`src/rtl/uart_pkg.sv`:
```
// rtl/uart_pkg.sv - shared UART register map, status layout, FSM states and baud divider
package uart_pkg;

    localparam logic [1:0] UART_RX_DATA = 2'd0;
    localparam logic [1:0] UART_RX_STAT = 2'd1;
    localparam logic [1:0] UART_RX_CTRL = 2'd2;

    localparam int STAT_NOT_EMPTY = 0;
    localparam int STAT_FULL      = 1;
    localparam int STAT_FRAME_ERR = 2;
    localparam int STAT_OVERRUN   = 3;

    // Control writes clear a flag by writing 1 to the flag's own status bit position.
    localparam int CTRL_CLR_FRAME_ERR = STAT_FRAME_ERR;
    localparam int CTRL_CLR_OVERRUN   = STAT_OVERRUN;

    typedef enum logic [1:0] {
        RX_IDLE  = 2'd0,
        RX_START = 2'd1,
        RX_DATA  = 2'd2,
        RX_STOP  = 2'd3
    } rx_state_t;

    function automatic int uart_div(input int clk_hz, input int baud);
        return clk_hz / baud;
    endfunction

endpackage

```
`src/rtl/rx_fifo.sv`:
```
// rtl/rx_fifo.sv - synchronous FIFO, power-of-two depth, extra pointer bit for full/empty
module rx_fifo #(
    parameter int WIDTH = 8,
    parameter int DEPTH = 8
) (
    input  logic             clk,
    input  logic             rst_n,
    input  logic             push,
    input  logic [WIDTH-1:0] push_data,
    input  logic             pop,
    output logic [WIDTH-1:0] pop_data,
    output logic             full,
    output logic             empty
);

    localparam int AW = $clog2(DEPTH);

    logic [WIDTH-1:0] mem [DEPTH];
    logic [AW:0]      wp_q;
    logic [AW:0]      rp_q;
    logic             do_push;
    logic             do_pop;

    assign empty    = (wp_q == rp_q);
    assign full     = (wp_q[AW] != rp_q[AW]) && (wp_q[AW-1:0] == rp_q[AW-1:0]);
    assign pop_data = mem[rp_q[AW-1:0]];

    // A pop frees the slot in the same cycle, so a push into a full FIFO is accepted then.
    assign do_push = push && (!full || pop);
    assign do_pop  = pop && !empty;

    always_ff @(posedge clk or negedge rst_n) begin
        if (!rst_n) begin
            wp_q <= '0;
            rp_q <= '0;
        end else begin
            if (do_push) wp_q <= wp_q + 1'b1;
            if (do_pop)  rp_q <= rp_q + 1'b1;
        end
    end

    always_ff @(posedge clk) begin
        if (do_push) mem[wp_q[AW-1:0]] <= push_data;
    end

endmodule

```
`src/rtl/uart_rx.sv`:
```
// rtl/uart_rx.sv - bus-attached 8N1 UART receiver with receive FIFO and sticky error flags
module uart_rx
    import uart_pkg::*;
#(
    parameter int CLK_HZ     = 12000000,
    parameter int BAUD       = 115200,
    parameter int FIFO_DEPTH = 8
) (
    input  logic       clk,
    input  logic       rst_n,
    input  logic [1:0] addr,
    input  logic       rd_en,
    output logic [7:0] rd_data,
    output logic       rd_valid,
    input  logic       wr_en,
    input  logic [7:0] wr_data,
    input  logic       rx
);

    localparam int DIV = uart_div(CLK_HZ, BAUD);
    localparam int CW  = $clog2(DIV);
    localparam logic [CW-1:0] HALF_M1 = CW'(DIV / 2 - 1);
    localparam logic [CW-1:0] FULL_M1 = CW'(DIV - 1);

    logic [1:0]    sync_q;
    logic          rxs;
    rx_state_t     state_q, state_d;
    logic [CW-1:0] cnt_q, cnt_d;
    logic [2:0]    idx_q, idx_d;
    logic [7:0]    shreg_q, shreg_d;
    logic          push;
    logic          frame_set;
    logic          overrun_set;
    logic          overrun_q;
    logic          frame_err_q;
    logic          pop_req;
    logic          clr_write;
    logic [7:0]    head;
    logic          full;
    logic          empty;
    logic [7:0]    status;
    logic [7:0]    rd_mux;
    logic [7:0]    rd_data_q;
    logic          rd_valid_q;
    logic          unused_wr_bits;

    always_ff @(posedge clk or negedge rst_n) begin
        if (!rst_n) sync_q <= 2'b11;
        else        sync_q <= {sync_q[0], rx};
    end
    assign rxs = sync_q[1];

    always_ff @(posedge clk or negedge rst_n) begin
        if (!rst_n) begin
            state_q <= RX_IDLE;
            cnt_q   <= '0;
            idx_q   <= '0;
            shreg_q <= '0;
        end else begin
            state_q <= state_d;
            cnt_q   <= cnt_d;
            idx_q   <= idx_d;
            shreg_q <= shreg_d;
        end
    end

    // Start bit is checked at half a bit, then every DIV cycles lands mid-bit.
    always_comb begin
        state_d   = state_q;
        cnt_d     = cnt_q;
        idx_d     = idx_q;
        shreg_d   = shreg_q;
        push      = 1'b0;
        frame_set = 1'b0;
        case (state_q)
            RX_IDLE: begin
                if (!rxs) begin
                    state_d = RX_START;
                    cnt_d   = '0;
                end
            end
            RX_START: begin
                if (cnt_q == HALF_M1) begin
                    cnt_d = '0;
                    if (!rxs) begin
                        state_d = RX_DATA;
                        idx_d   = '0;
                    end else begin
                        state_d = RX_IDLE;
                    end
                end else begin
                    cnt_d = cnt_q + 1'b1;
                end
            end
            RX_DATA: begin
                if (cnt_q == FULL_M1) begin
                    shreg_d = {rxs, shreg_q[7:1]};
                    cnt_d   = '0;
                    if (idx_q == 3'd7) state_d = RX_STOP;
                    else               idx_d   = idx_q + 1'b1;
                end else begin
                    cnt_d = cnt_q + 1'b1;
                end
            end
            RX_STOP: begin
                if (cnt_q == FULL_M1) begin
                    cnt_d   = '0;
                    state_d = RX_IDLE;
                    if (rxs) push      = 1'b1;
                    else     frame_set = 1'b1;
                end else begin
                    cnt_d = cnt_q + 1'b1;
                end
            end
            default: state_d = RX_IDLE;
        endcase
    end

    assign pop_req     = rd_en && (addr == UART_RX_DATA);
    assign overrun_set = push && full && !pop_req;
    assign clr_write   = wr_en && (addr == UART_RX_CTRL);

    rx_fifo #(
        .WIDTH (8),
        .DEPTH (FIFO_DEPTH)
    ) u_fifo (
        .clk       (clk),
        .rst_n     (rst_n),
        .push      (push),
        .push_data (shreg_q),
        .pop       (pop_req),
        .pop_data  (head),
        .full      (full),
        .empty     (empty)
    );

    // A set in the same cycle as a clear leaves the flag raised.
    always_ff @(posedge clk or negedge rst_n) begin
        if (!rst_n) begin
            overrun_q   <= 1'b0;
            frame_err_q <= 1'b0;
        end else begin
            if (overrun_set)
                overrun_q <= 1'b1;
            else if (clr_write && wr_data[CTRL_CLR_OVERRUN])
                overrun_q <= 1'b0;
            if (frame_set)
                frame_err_q <= 1'b1;
            else if (clr_write && wr_data[CTRL_CLR_FRAME_ERR])
                frame_err_q <= 1'b0;
        end
    end

    assign unused_wr_bits = ^{wr_data[7:4], wr_data[1:0]};

    always_comb begin
        status                 = '0;
        status[STAT_NOT_EMPTY] = !empty;
        status[STAT_FULL]      = full;
        status[STAT_FRAME_ERR] = frame_err_q;
        status[STAT_OVERRUN]   = overrun_q;
    end

    always_comb begin
        rd_mux = '0;
        case (addr)
            UART_RX_DATA: rd_mux = empty ? 8'h00 : head;
            UART_RX_STAT: rd_mux = status;
            default:      rd_mux = '0;
        endcase
    end

    always_ff @(posedge clk or negedge rst_n) begin
        if (!rst_n) begin
            rd_data_q  <= '0;
            rd_valid_q <= 1'b0;
        end else begin
            rd_valid_q <= rd_en;
            if (rd_en) rd_data_q <= rd_mux;
        end
    end

    assign rd_data  = rd_data_q;
    assign rd_valid = rd_valid_q;

endmodule

```
`config.mk`:
```
export PLATFORM = sky130hd
export DESIGN_NAME = uart_rx
export DESIGN_NICKNAME = d
export VERILOG_FILES = /design/src/rtl/uart_pkg.sv /design/src/rtl/rx_fifo.sv /design/src/rtl/uart_rx.sv
export SDC_FILE = /design/constraint.sdc
export NUM_CORES = 1
export LEC_CHECK = 0
export CAP_MARGIN = 20
export CORE_ASPECT_RATIO = 1.4
export CORE_MARGIN = 2
export CORE_UTILIZATION = 59
export CTS_CLUSTER_DIAMETER = 200
export CTS_CLUSTER_SIZE = 14
export DETAILED_ROUTE_END_ITERATION = 8
export PLACE_DENSITY = 0.79
export SLEW_MARGIN = 10
export SYNTH_ARGS = -nofsm -noshare
export SYNTH_HDL_FRONTEND = slang
export SYNTH_SLANG_ARGS = --single-unit
```
`constraint.sdc`:
```
create_clock -name clk -period 3.35 [get_ports clk]
set_input_delay 0.67 -clock clk [delete_from_list [all_inputs] [get_ports clk]]
set_output_delay 0.67 -clock clk [all_outputs]
set_load 0.02 [all_outputs]
```
==> qor.json <==
{
  "outcome": {"value": "completed"},
  "design_internal_power": {"value": 0.00183, "unit": "W"},
  "gpl.final_weighted_congestion": {"value": 0.795},
  "cts-buffers-inserted": {"value": 9},
  "min-delay-path-class": {"value": "register to register"},
  "cellLeakagePower": {"value": 2.01, "unit": "nW"},
  "first_global_vias": {"value": 2394},
  "drive_above_1_share": {"value": 0.221},
  "route.detailed.wl_per_inst": {"value": 18.6, "unit": "um"},
  "ir_drop": {"value": 0.237, "unit": "mV"},
  "detailed_placer_s_ending_hpwl": {"value": 5.19, "unit": "mm"},
  "antenna_cells": {"value": 0},
  "ys_types": {"value": 49},
  "timing.clock.skew": {"value": 0.0106, "unit": "ns"},
  "hold_slack": {"value": 0.360, "unit": "ns"},
  "critical_path_peak_fanout": {"value": 9},
  "pwr-share-clk": {"value": 0.374},
  "synth-seq-area-share": {"value": 0.667},
  "holdBufCountCts": {"value": 0},
  "grt_remaining_overflow": {"value": 0},
  "max_cap_viol": {"value": 0},
  "worst_skew_pair_later_pin_latency": {"value": 0.37, "unit": "ns"},
  "floorplan.core_area": {"value": 0.00731, "unit": "mm^2"},
  "critPathArrivalTime": {"value": 2.63, "unit": "ns"},
  "num_vias": {"value": 2375},
  "totalWireLength": {"value": 7.51, "unit": "mm"},
  "cts_resized": {"value": 0},
  "post_synth.cell_area_avg": {"value": 16.1, "unit": "um^2"},
  "dr.first_iter.drc_count": {"value": 164},
  "postSynthRegisterBits": {"value": 105},
  "drtAntennaViolNets": {"value": 0},
  "share_comb_of_total_power": {"value": 0.020},
  "clkSinkCount": {"value": 105},
  "post-route-period-util": {"value": 0.759},
  "critPathLaunchType": {"value": "register"},
  "setup_viol": {"value": 0},
  "critPathKind": {"value": "register to register"},
  "max_stage_delay": {"value": 0.51, "unit": "ns"},
  "port_buffers": {"value": 17},
  "design.final.nets": {"value": 322},
  "yosys.area.top_type": {"value": "sky130_fd_sc_hd__edfxtp_1"},
  "preCtsSetupSlack": {"value": 0.525, "unit": "ns"},
  "critical_path.cell_chain": {"value": "ha_1 > nand4b_4 > nor4_4 > o21ai_4 > nor4_1 > buf_4"},
  "cts_tree": {"value": "built"},
  "layout_commonest_cell": {"value": "sky130_fd_sc_hd__edfxtp_1"},
  "drt_pass1_iterations": {"value": 4},
  "ctsLongestPathBuffers": {"value": 2},
  "timing.final.max_slew_violations": {"value": 0},
  "avgViaCountPerCell": {"value": 5.88},
  "cts-htree-levels": {"value": 3},
  "postCtsSetupRepairBufs": {"value": 0},
  "remaining_drc_errors": {"value": 0},
  "clk_pin_slew_worst_paths": {"value": 0.09, "unit": "ns"},
  "sw_frac_of_total": {"value": 0.192},
  "timing.final.ws_setup": {"value": 0.807, "unit": "ns"},
  "syn_nets": {"value": 295},
  "setup_tns": {"value": 0, "unit": "ns"},
  "period_minus_slack": {"value": 2.54, "unit": "ns"},
  "layout_common_cells": {"value": "sky130_fd_sc_hd__edfxtp_1 (64), sky130_fd_sc_hd__dfrtp_1 (39), sky130_fd_sc_hd__nand2_1 (16), sky130_fd_sc_hd__mux4_2 (16), sky130_fd_sc_hd__clkdlybuf4s50_1 (16)"},
  "power.share.sequential": {"value": 0.606},
  "ys_dominant_reg_cell": {"value": "sky130_fd_sc_hd__edfxtp_1"},
  "areaGrowthSynthToFinish": {"value": 11.8, "unit": "%"},
  "fmax": {"value": 393, "unit": "MHz"},
  "io-pin-count": {"value": 24},
  "floorplan.initialDensity": {"value": 0.605},
  "netlist_instances": {"value": 275},
  "die_h": {"value": 106, "unit": "um"},
  "all_layer_gr_usage": {"value": 0.201},
  "die_area": {"value": 0.00822, "unit": "mm^2"},
  "synth.area.top_cells": {"value": "sky130_fd_sc_hd__edfxtp_1 (43%), sky130_fd_sc_hd__dfrtp_1 (22%), sky130_fd_sc_hd__mux4_2 (8.1%)"},
  "synth_async_sr_flop_share": {"value": 0.390},
  "antenna_violations_before_repair": {"value": 0},
  "yosys_warnings": {"value": 0},
  "syn-cell-area": {"value": 0.00443, "unit": "mm^2"},
  "floorplan.rows": {"value": 37},
  "yosys.area.top_type_share": {"value": 0.434},
  "max_slew_margin": {"value": 0.367},
  "ctsRootBufferMaster": {"value": "sky130_fd_sc_hd__clkbuf_8"},
  "tightestPinTransition": {"value": 0.950, "unit": "ns"},
  "power_per_cell_area": {"value": 457, "unit": "mW/mm^2"},
  "worstSetupEndpointType": {"value": "register"},
  "final_hold_fails": {"value": 0},
  "synth_enable_flop_cells": {"value": 64},
  "grt_setup_unrepaired": {"value": "false"},
  "grt_pass1_wl": {"value": 12.1, "unit": "mm"},
  "cpMaxStageDelayCell": {"value": "sky130_fd_sc_hd__nor4_1"},
  "cp.required": {"value": 3.44, "unit": "ns"},
  "dieWidth": {"value": 77.2, "unit": "um"},
  "switching_power": {"value": 0.000434, "unit": "W"},
  "pin_count_of_the_biggest_net_entering_global_routing": {"value": 42}
}
==> layer usage <==
| metal | track usage | routed length, um | share of wire | up-vias |
|---|---|---|---|---|
| met5 | 0 | 0 | 0 | - |
| met4 | 0.0880 | 182 | 0.024 | 0 |
| met3 | 0.0509 | 267 | 0.036 | 18 |
| met2 | 0.341 | 3860 | 0.51 | 54 |
| met1 | 0.244 | 3200 | 0.43 | 1208 |
| li1 | - | - | - | 1095 |
==> per-stage QoR <==
stage | instance area, um^2 | cells | total power [W] | utilization
after floorplan | 4430 | 275 | 0.00141 | -
after global placement | 4730 | 388 | 0.00144 | 0.646
after detailed placement | 4730 | 388 | 0.00144 | 0.646
after CTS | 4950 | 404 | 0.00228 | 0.677
after global routing | 4950 | 404 | 0.00233 | 0.677
final | 4950 | 404 | 0.00226 | 0.677
==> power by group through the flow <==
stage,registers [W],logic [W],clock network (W)
after CTS,0.00137,0.0000470,0.000864
after detailed placement,0.00140,0.0000467,0
after global routing,0.00137,0.0000508,0.000907
final,0.00137,0.0000462,0.000845
after global placement,0.00140,0.0000463,0
after floorplan,0.00140,0.0000101,0
==> worst paths after layout <==
check,from,end,slack (ns),depth (start not counted)
setup / recovery,cnt_q[0],u_fifo.mem[2][6],0.81,6
hold / removal,sync_q[0],sync_q[1],0.36,0
setup reg to reg,cnt_q[0],u_fifo.mem[2][6],0.81,6
hold reg to reg,sync_q[0],sync_q[1],0.36,0
max in group asynchronous,rst_n,frame_err_q,2.32,1
min in group asynchronous,rst_n,rd_data[4],0.44,1
==> flip-flops by register name, summed over array words and instances, names as in the netlist, named ones only <==
name         count
u_fifo.mem      64
u_fifo.wp_q      4
state_q          1
cnt_q            7
overrun_q        1
idx_q            3
sync_q           2
shreg_q          8
rd_valid         1
frame_err_q      1
rd_data          8
u_fifo.rp_q      4
==> critical path, delay by kind of cell, from the launching register on <==
family,cells,cell delay (ns)
adder cells (fa/ha/maj),1,0.29
buffers and inverters,1,0.27
AND/OR/NAND/NOR,3,1.12
AO/OA/AOI/OAI,1,0.18
flip-flops,1,0.39
==> cell type report <==
type	count	area, um^2
Fill cell	515	2370
Sequential cell	105	2950
Inverter	10	37.5
Multi-Input combinational cell	147	1360
Tap cell	97	121
Clock inverter	5	78.8
Timing Repair Buffer	29	255
Clock buffer	11	141
==> synth_stat cells, types with 2 or more instances <==
library cell / n
sky130_fd_sc_hd__edfxtp_1: 64
sky130_fd_sc_hd__dfrtp_1: 39
sky130_fd_sc_hd__mux4_2: 16
sky130_fd_sc_hd__nand2_1: 16
sky130_fd_sc_hd__mux2_2: 13
sky130_fd_sc_hd__nor2_1: 13
sky130_fd_sc_hd__xnor2_1: 13
sky130_fd_sc_hd__inv_1: 9
sky130_fd_sc_hd__buf_2: 8
sky130_fd_sc_hd__mux2i_1: 6
sky130_fd_sc_hd__o21ai_0: 6
sky130_fd_sc_hd__ha_1: 5
sky130_fd_sc_hd__nor2b_1: 5
sky130_fd_sc_hd__nor3_1: 5
sky130_fd_sc_hd__a31oi_1: 4
sky130_fd_sc_hd__nand3_1: 4
sky130_fd_sc_hd__nor4_1: 4
sky130_fd_sc_hd__o22ai_1: 4
sky130_fd_sc_hd__a22o_1: 3
sky130_fd_sc_hd__nand2b_1: 3
sky130_fd_sc_hd__a21o_1: 2
sky130_fd_sc_hd__and3_1: 2
sky130_fd_sc_hd__buf_4: 2
sky130_fd_sc_hd__dfstp_2: 2
sky130_fd_sc_hd__nor4_4: 2
sky130_fd_sc_hd__o211ai_1: 2
==> cells by family (layout without fill, tap and decap cells) <==
logic type / Yosys count / in the layout / share of synthesized area
AND/OR/NAND/NOR: 63 / 63 / 0.0857
flip-flops: 105 / 105 / 0.667
AO/OA/AOI/OAI: 28 / 28 / 0.0455
buffers and inverters: 23 / 55 / 0.0252
multiplexers: 36 / 36 / 0.131
adder cells (fa/ha/maj): 5 / 5 / 0.0141
XOR/XNOR: 15 / 15 / 0.0314
Power figures use the tool's default switching activity.
